<file path="config.mk">
export PLATFORM = sky130hd
export DESIGN_NAME = ah_stream_demux
export DESIGN_NICKNAME = d
export VERILOG_FILES = /design/src/rtl/ah_demux_pkg.sv /design/src/rtl/ah_demux_slot.sv /design/src/rtl/ah_stream_demux.sv
export SDC_FILE = /design/constraint.sdc
export NUM_CORES = 1
export LEC_CHECK = 0
export CORE_MARGIN = 5
export CORE_UTILIZATION = 35
export DETAILED_ROUTE_END_ITERATION = 16
export HOLD_SLACK_MARGIN = 0.02
export PLACE_DENSITY = 0.74
export RECOVER_POWER = 50
export SYNTH_ARGS = -nofsm -noshare
export SYNTH_HDL_FRONTEND = slang
export SYNTH_SLANG_ARGS = --single-unit
</file>
<file path="constraint.sdc">
create_clock -name clk -period 7.45 [get_ports clk]
set_clock_uncertainty 0.15 [all_clocks]
set_input_delay 1.8625 -clock clk [delete_from_list [all_inputs] [get_ports clk]]
set_output_delay 1.8625 -clock clk [all_outputs]
set_load 0.05 [all_outputs]
</file>
<file path="src/rtl/ah_demux_pkg.sv">
// Shared definitions for the stream demultiplexer: legal channel range and
// the binary-index to one-hot decoder used when the select is an index.
package ah_demux_pkg;

    localparam int NUM_CH_MIN = 2;
    localparam int NUM_CH_MAX = 32;

    // Indices at or beyond n (or beyond the widest legal demux) decode to an empty mask.
    function automatic logic [NUM_CH_MAX-1:0] onehot_of(input int index, input int n);
        logic [NUM_CH_MAX-1:0] mask;
        mask = '0;
        if (index >= 0 && index < n && index < NUM_CH_MAX) begin
            mask[index[4:0]] = 1'b1;
        end
        return mask;
    endfunction

endpackage

</file>
<file path="src/rtl/ah_demux_slot.sv">
// One-entry output register for a single demux channel. A load always wins
// over a drain, so a slot can accept a new word in the cycle its old one leaves.
module ah_demux_slot #(
    parameter int DATA_WIDTH = 8
) (
    input  logic                  clk,
    input  logic                  rst,
    input  logic                  load_i,
    input  logic [DATA_WIDTH-1:0] data_i,
    input  logic                  ready_i,
    output logic                  valid_o,
    output logic [DATA_WIDTH-1:0] data_o,
    output logic                  free_o
);

    logic                  valid_q;
    logic                  valid_d;
    logic [DATA_WIDTH-1:0] data_q;
    logic [DATA_WIDTH-1:0] data_d;

    always_comb begin
        valid_d = valid_q;
        data_d  = data_q;
        if (load_i) begin
            valid_d = 1'b1;
            data_d  = data_i;
        end else if (valid_q && ready_i) begin
            valid_d = 1'b0;
        end
    end

    always_ff @(posedge clk or posedge rst) begin
        if (rst) begin
            valid_q <= 1'b0;
            data_q  <= '0;
        end else begin
            valid_q <= valid_d;
            data_q  <= data_d;
        end
    end

    // A slot being drained this cycle may be refilled in the same cycle.
    assign free_o  = ~valid_q | ready_i;
    assign valid_o = valid_q;
    assign data_o  = data_q;

endmodule

</file>
<file path="src/rtl/ah_stream_demux.sv">
// Registered valid/ready demultiplexer: routes (or multicasts) one input stream
// into NUM_CH independently back-pressured one-entry output slots.
module ah_stream_demux
    import ah_demux_pkg::*;
#(
    parameter int  DATA_WIDTH = 8,
    parameter int  NUM_CH     = 8,
    parameter int  SEL_ONEHOT = 1,
    parameter int  CNT_W      = 16,
    localparam int SEL_W      = (SEL_ONEHOT != 0) ? NUM_CH : $clog2(NUM_CH)
) (
    input  logic                         clk,
    input  logic                         rst,
    input  logic                         in_valid,
    output logic                         in_ready,
    input  logic [DATA_WIDTH-1:0]        in_data,
    input  logic [SEL_W-1:0]             in_select,
    output logic [NUM_CH-1:0]            out_valid,
    input  logic [NUM_CH-1:0]            out_ready,
    output logic [NUM_CH*DATA_WIDTH-1:0] out_data,
    output logic [CNT_W-1:0]             drop_count,
    input  logic                         clr_drop
);

    logic [NUM_CH-1:0] target;
    logic [NUM_CH-1:0] free;
    logic [NUM_CH-1:0] load;
    logic              accept;
    logic [CNT_W-1:0]  drop_q;
    logic [CNT_W-1:0]  drop_d;

    if (NUM_CH < NUM_CH_MIN || NUM_CH > NUM_CH_MAX) begin : g_bad_num_ch
        $error("ah_stream_demux: NUM_CH outside the supported range");
    end

    if (SEL_ONEHOT != 0) begin : g_sel_mask
        assign target = in_select;
    end else begin : g_sel_index
        assign target = NUM_CH'(onehot_of(int'(in_select), NUM_CH));
    end

    // Multicast is all-or-nothing: every targeted slot must be free before any loads.
    assign in_ready = &(~target | free);
    assign accept   = in_valid & in_ready;
    assign load     = {NUM_CH{accept}} & target;

    for (genvar i = 0; i < NUM_CH; i++) begin : g_slot
        ah_demux_slot #(
            .DATA_WIDTH(DATA_WIDTH)
        ) u_slot (
            .clk    (clk),
            .rst    (rst),
            .load_i (load[i]),
            .data_i (in_data),
            .ready_i(out_ready[i]),
            .valid_o(out_valid[i]),
            .data_o (out_data[i*DATA_WIDTH +: DATA_WIDTH]),
            .free_o (free[i])
        );
    end

    // Words accepted with an empty target are consumed and counted; clear beats increment.
    always_comb begin
        drop_d = drop_q;
        if (clr_drop) begin
            drop_d = '0;
        end else if (accept && (target == '0) && (drop_q != '1)) begin
            drop_d = drop_q + CNT_W'(1);
        end
    end

    always_ff @(posedge clk or posedge rst) begin
        if (rst) begin
            drop_q <= '0;
        end else begin
            drop_q <= drop_d;
        end
    end

    assign drop_count = drop_q;

endmodule

</file>
-- Word-level counts from Yosys, hierarchy flattened
Cells that the tools add are included.
- logic and storage cells: 78
- output and inout port bits: 89
- flip-flop bits (word level): 88
- eq/ne operators: 1
- add/subtract/negate cells: 1
- bitwise operators: 20
- mux-type cells: 18
- reduce and logical (&&, ||, !) cells: 21
- operators by type and width (operator ; number):
    two-way mux 16 bit ; 2
    nonzero test 2 bit ; 9
    adder 16 x 1 -> 16 bit, second input constant ; 1
    two-way mux 1 bit ; 16
    != test 16 bit, second input constant ; 1
    logical AND 1 bit ; 10
    bitwise AND 8 bit ; 1
    logical NOT 8 bit ; 1
    NOT 1 bit ; 8
    NOT 8 bit ; 1
    OR 1 bit ; 8
    OR 8 bit ; 1
    AND reduction 8 bit ; 1
    bitwise AND 1 bit ; 1

-- Longest topological paths before layout
Gate-level depths: netlist of run 1.
- depth after elaboration: 9
- mapped depth: 7

-- Cells and area by module
From an unflattened synthesis of run 1, not the netlist that was laid out.
- cells, all modules: 290
- area, all modules: 4022.6 um^2
- modules (own cells, without submodules) (module ; times used ; area each (um^2) ; cells an instance ; sequential area each (um^2)):
    ah_demux_slot ; 8 ; 372.9 ; 21 ; 225.2
    ah_stream_demux ; 1 ; 1039.7 ; 122 ; 400.4

-- Worst setup path after synthesis of run 1
OpenSTA, ideal clock, no wires.
- kind: input-to-output
- start point: input in_select[0]
- end point: output in_ready
- slack: 2835 ps
- arrival: 2602 ps
- buffers on the path: 1
- stages: 4
- path through: and3b_1 -> a31oi_1 -> and4_1 -> buf_2
- longest elaborated chain between the ends: 3
- ends and longest elaborated chain (item ; RTL line ; RTL):
    start: declaration ; ah_stream_demux.sv:17 ; input logic [SEL_W-1:0] in_select,
    NOT 8 bit ; ah_stream_demux.sv:43 ; assign in_ready = &(~target | free);
    OR 8 bit ; ah_stream_demux.sv:43 ;
    AND reduction 8 bit ; ah_stream_demux.sv:43 ;
    end: declaration ; ah_stream_demux.sv:15 ; output logic in_ready,
Every way passes these cells.

-- Worst setup path in the final report of run 1
Same ends and word-level chain as after synthesis.

==> reports/metrics.yaml, run 1 <==
outcome: "finished with violations"
violations: "max-capacitance violations, max-slew violations"
cts.htree.levels: 3
hpwl_um: 6860
synth.yosys.seq_area_share_pct: 58.2
antenna_found_initial: 0
cp.arrival_ns: 3.96
worstHoldStart: "g_slot[5].u_slot.data_o[4]"
highest_layer: "met4"
worstPathRequired_ns: 5.44
die_area_um2: 13000
p_switching_mw: 0.861
drc: 0
crit_chain: "clkdlybuf4s50_1 > and3b_1 > a31oi_1 > and4_1 > clkdlybuf4s50_1"
setup-tns-final_ns: 0
grt_setup_unrepaired: "false"
cp-start-kind: "primary input"
start_util_pct: 35.4
grt_pass1_wl_um: 15200
cts_hold_buf: 0
hold_viol_final: 0
synthMostInstantiatedCell: "dfrtp_1"
grt_pass1_vias: 2736
coreArea_um2: 10700
clock-root-buffer: "clkbuf_8"
die_h_um: 114
ys_ff_latch: 88
multiInputGateArea_um2: 1380
p_seq_share_pct: 35.4
synth-edff-count: 0
finalCritPeriodShare_pct: 80.2
p_leak_nw: 2.21
slew_headroom_pct: -46.2
grt_max_degree: 89
wirelength_um: 9710
cts_tree: "built"
register_area_um2: 2200
dieWidth_um: 114
critPathMaxFanout: 9
cts.sinks: 88
clock.fmax_mhz: 167
crit_slowest_cell: "clkdlybuf4s50_1"
place_congestion: 0.890
worst_pin_slew_ns: 2.19
yosys-top-cells-area: "dfrtp_1 (58%), mux2_1 (19%), buf_4 (3.2%)"
routedLengthMet1_um: 4220
io_buffer_count: 116
syn_inst: 281
met2_length_um: 4540
synth_commonest_cells: "dfrtp_1 (88), mux2_1 (64), buf_4 (16)"
fin_crit_ns: 5.97
criticalPathCategory: "in -> out"
hold_class: "reg -> reg"
ys_warn_count: 0
viasPerCell: 4.91
timing.rr.start: "g_slot[0].u_slot.valid_o"
async_reset_ff_share_pct: 100
n_antenna_cell: 0
wl_met3_um: 767
initialDrtViolationCount: 92
synth_flop_cell: "dfrtp_1"
cp-end-kind: "output pin"
core.rowCount: 38
slowest_delay_ns: 0.86
yosys.cell_types.count: 38
wire_per_inst_um: 18.3
synth_top_area_cell: "dfrtp_1"
routed-via-count: 2614
drv_cap: 1
finish.utilization_pct: 48.2
drt-pass1-iter-count: 4
ant_nets: 0
cpMostUsedCell: "clkdlybuf4s50_1"
post_cts_buffers: 0
cts_buffer_depth: 2
syn_nets: 310
drv_slew: 89
cts.repair.resized: 0
pwr_density_cell_nw_per_um2: 371
postSynthAreaPerCell_um2: 13.5
swShare_pct: 45.1
grt_overflow: 0
p_int_mw: 1.05
grt_use_total_pct: 15.1
syn_area_um2: 3780
nNetsFinal: 417
path_clk_slew_ns: 0.08
yosysTopAreaCellShare_pct: 58.2
ir_worst_vdd_uv: 242
area_delta_synth_final_pct: 36.1
power.share.clock_pct: 17.1
drive_gt1_share_pct: 4.85
fillers: 973
io_pins: 117
p_comb_share_pct: 47.5
finalSetupViolations: 0
cts_made_buffers: 9
worstSkewPairLatency_ns: 0.35
critPathLaunch: "in_select[0]"
worst max-delay path: cells and delay by family:
kind,cells,cell delay [ns]
buf+inv,2,1.31
compound gates,1,0.19
simple gates,2,0.59
path summary, 6_finish.rpt:
path | cells after the start | endpoint | slack, ns
setup / recovery | 5 | in_ready | 1.48
hold / removal | 1 | g_slot[5].u_slot.data_o[4] | 0.34
setup reg to reg | 5 | g_slot[4].u_slot.data_o[0] | 4.97
hold reg to reg | 1 | g_slot[5].u_slot.data_o[4] | 0.34
max in group asynchronous | 3 | drop_count[6] | 3.23
min in group asynchronous | 3 | drop_count[14] | 2.61
cell type report:
cell class	count	share of cell area (%)
clock inverters	6	1.36
well taps	140	3.40
clock buffers	9	2.40
multi-input cells	162	26.7
repair buffers	117	22.6
flip-flops and latches	88	42.7
inverters	10	0.753
stage by stage:
stage	std cells	instance area, um2	worst slack [ns]	hold WS [ns]	total power [mW]
2_1_floorplan	281	3780	2.84	0.316	1.29
3_3_place_gp	517	4980	1.49	0.316	1.62
3_5_place_dp	517	4980	1.48	0.325	1.63
4_1_cts	532	5170	1.47	0.344	1.96
5_1_grt	532	5150	1.37	0.354	2.00
6_report	532	5150	1.48	0.335	1.91
registers in the layout (all words and copies together) (netlist names):
register               count
drop_count                16
g_slot.u_slot.data_o      64
g_slot.u_slot.valid_o      8
layout by cell type (no fill, tap or decap), types with 4 or more instances in the layout:
cell type / instances
nand2_1: 5
nor4_1: 4
inv_1: 9
a21o_1: 8
xnor2_1: 9
and3_1: 10
dlygate4sd3_1: 36
nor2_1: 15
and4_1: 4
mux2_1: 64
clkdlybuf4s50_1: 80
nand3_1: 5
and3b_1: 4
a31oi_1: 4
dfrtp_1: 88
clkbuf_8: 9
xor2_1: 4
power groups by stage:
stage | combinational (mW) | clock [mW] | sequential, mW
after global routing | 0.946 | 0.357 | 0.696
final | 0.907 | 0.327 | 0.676
after floorplan | 0.169 | 0 | 1.12
after CTS | 0.944 | 0.340 | 0.681
after detailed placement | 0.941 | 0 | 0.689
after global placement | 0.935 | 0 | 0.681
metal layers:
| layer | global-route usage [%] | vias to the layer above |
|---|---|---|
| met1 | 20.0 | 1306 |
| met5 | 0 | - |
| li1 | - | 1201 |
| met2 | 23.6 | 95 |
| met3 | 4.88 | 12 |
| met4 | 5.07 | 0 |
cells by family after synthesis:
kind of cell | share of synthesized area [%]
DFF | 58.2
muxes | 19.3
and+or+nand+nor | 9.16
buffers and inverters | 4.93
AOI/OAI and AO/OA | 5.06
xor gates and xnor gates | 3.01
adders and majority gates | 0.331
(Power assumes the default switching activity.)
==> run 2, diff against run 1 <==
==> constraint.sdc (replaced) <==
create_clock -name clk -period 5.95 [get_ports clk]
set_clock_uncertainty 0.15 [all_clocks]
set_input_delay 1.4875 -clock clk [delete_from_list [all_inputs] [get_ports clk]]
set_output_delay 1.4875 -clock clk [all_outputs]
set_load 0.05 [all_outputs]
==> run 2 against run 1 <==
Effect of this change:
- the flow still finishes with violations (max-capacitance violations, max-slew violations)
- critical path depth did not move
- first-iteration DRC count fell by 5.4%
- final area fell by 0.15%
- die area did not move
- sequential power rose by 25%
- register-to-register slack got worse by 1.5 ns
- via count rose by 1.4%
- wire length fell by 0.16%
- flip-flop and latch count did not move
- largest power group unchanged
==> reports/metrics.yaml, run 2 (synthesis gave the netlist of run 1 again) <==
outcome: "finished with violations"
violations: "max-capacitance violations, max-slew violations"
nNetsFinal: 417  # unchanged
cts.htree.levels: 3  # unchanged
drt-pass1-iter-count: 4  # unchanged
cts_buffer_depth: 2  # unchanged
finalCritPeriodShare_pct: 88.0
antenna_found_initial: 0  # unchanged
hpwl_um: 6970  # +1.5%
stdcell_area_um2: 5140  # -0.15%
worst_pin_slew_ns: 1.87  # -0.320 ns
core.rowCount: 38  # unchanged
start_util_pct: 35.4  # unchanged
grt_max_degree: 48  # -46%
drv_slew: 43  # -52%
cts_hold_buf: 0  # unchanged
ir_worst_vdd_uv: 289  # +19%
finish.utilization_pct: 48.1  # -0.070 points
fin_crit_ns: 5.24
wirelength_um: 9700  # -0.16%
layout_commonest_cell: "dfrtp_1"
grt_pass1_wl_um: 15400  # +1.1%
cts_tree: "built"
pwr_density_cell_nw_per_um2: 456  # +23%
die_h_um: 114  # unchanged
layout_setup_ws_ns: 0.712  # -0.766 ns
cts.repair.resized: 0  # unchanged
drive_gt1_share_pct: 4.85  # unchanged
finalPower_mw: 2.35  # +23%
path_clk_slew_ns: 0.08  # about the same
grt_overflow: 0  # unchanged
n_antenna_cell: 0  # unchanged
drc: 0  # unchanged
grt_setup_unrepaired: "false"
cp-end-kind: "output pin"
slew_headroom_pct: -25.6  # +21 points
grt_use_total_pct: 15.3  # +0.19 points
coreArea_um2: 10700  # unchanged
p_leak_nw: 2.21  # +0.11%
cts_made_buffers: 9  # unchanged
worstPathRequired_ns: 4.31  # -1.13 ns
setup-tns-final_ns: 0  # unchanged
drv_cap: 1  # unchanged
place_congestion: 0.871  # -2.0%
post_cts_buffers: 0  # unchanged
dpl-instance-area_um2: 4980  # unchanged
viasPerCell: 4.98  # +1.4%
clock.fmax_mhz: 191
criticalPathCategory: "in -> out"
io_pins: 117  # unchanged
hold_class: "reg -> reg"
wire_per_inst_um: 18.2  # -0.16%
initialDrtViolationCount: 87  # -5.4%
layout.cells.non_filler: 532  # unchanged
cp.arrival_ns: 3.60  # -0.36 ns
worst_hold_slack_ns: 0.332  # -0.00374 ns
area_delta_synth_final_pct: 35.9
cts.sinks: 88  # unchanged
ant_nets: 0  # unchanged
finalSetupViolations: 0  # unchanged
critPathMaxFanout: 9  # unchanged
worstSkewPairLatency_ns: 0.35  # about the same
hold_viol_final: 0  # unchanged
clock-root-buffer: "clkbuf_8"
routed-via-count: 2651  # +1.4%
dieWidth_um: 114  # unchanged
dpl.cell_count: 517  # unchanged
die_area_um2: 13000  # unchanged
cp-start-kind: "primary input"
largest_reg_flops: 64  # unchanged
io_buffer_count: 116  # unchanged
final_cell_mix: "dfrtp_1 (88), clkdlybuf4s50_1 (76), mux2_1 (64)"
post-place-ws_ns: 0.717  # -0.763 ns
grt_pass1_vias: 2791  # +2.0%
[run 2: path summary, 6_finish.rpt]
kind | startpoint | endpoint | slack, ns | cells past startpoint
hold reg to reg | g_slot[7].u_slot.data_o[6] | g_slot[7].u_slot.data_o[6] | 0.33 | 1
hold / removal | g_slot[7].u_slot.data_o[6] | g_slot[7].u_slot.data_o[6] | 0.33 | 1
setup / recovery | out_ready[0] | in_ready | 0.71 | 5
min in group asynchronous | rst | g_slot[5].u_slot.valid_o | 1.92 | 2
max in group asynchronous | rst | g_slot[6].u_slot.data_o[3] | 1.88 | 3
setup reg to reg | g_slot[0].u_slot.valid_o | g_slot[2].u_slot.data_o[6] | 3.46 | 5
[run 2: cell type report]
class | count | area (um2)
clock buffer | 12 | 155
tap | 140 | 175
fill | 1007 | 5550
sequential | 88 | 2200
timing repair buffer | 117 | 1170
inverter | 10 | 38.8
clock inverter | 3 | 17.5
multi-input combinational | 162 | 1390
[run 2: report_power, final]
group / switching (mW) / internal, mW
clock network: 0.196 / 0.171
registers: 0.0837 / 0.762
logic: 0.780 / 0.354
total: 1.06 / 1.29
[run 2: worst max-delay path: stages]
cell             delay, ns
clkdlybuf4s50_1       0.48
and3b_1               0.18
a31oi_1               0.20
and4_1                0.39
clkdlybuf4s50_1       0.86
[run 2: routing by layer]
layer / part of all wire [%] / global-route usage [%] / vias up
li1: - / - / 1202
met1: 43 / 20.2 / 1335
met2: 47 / 23.8 / 97
met3: 8.1 / 4.77 / 17
met4: 2.3 / 5.62 / 0
met5: 0 / 0 / -
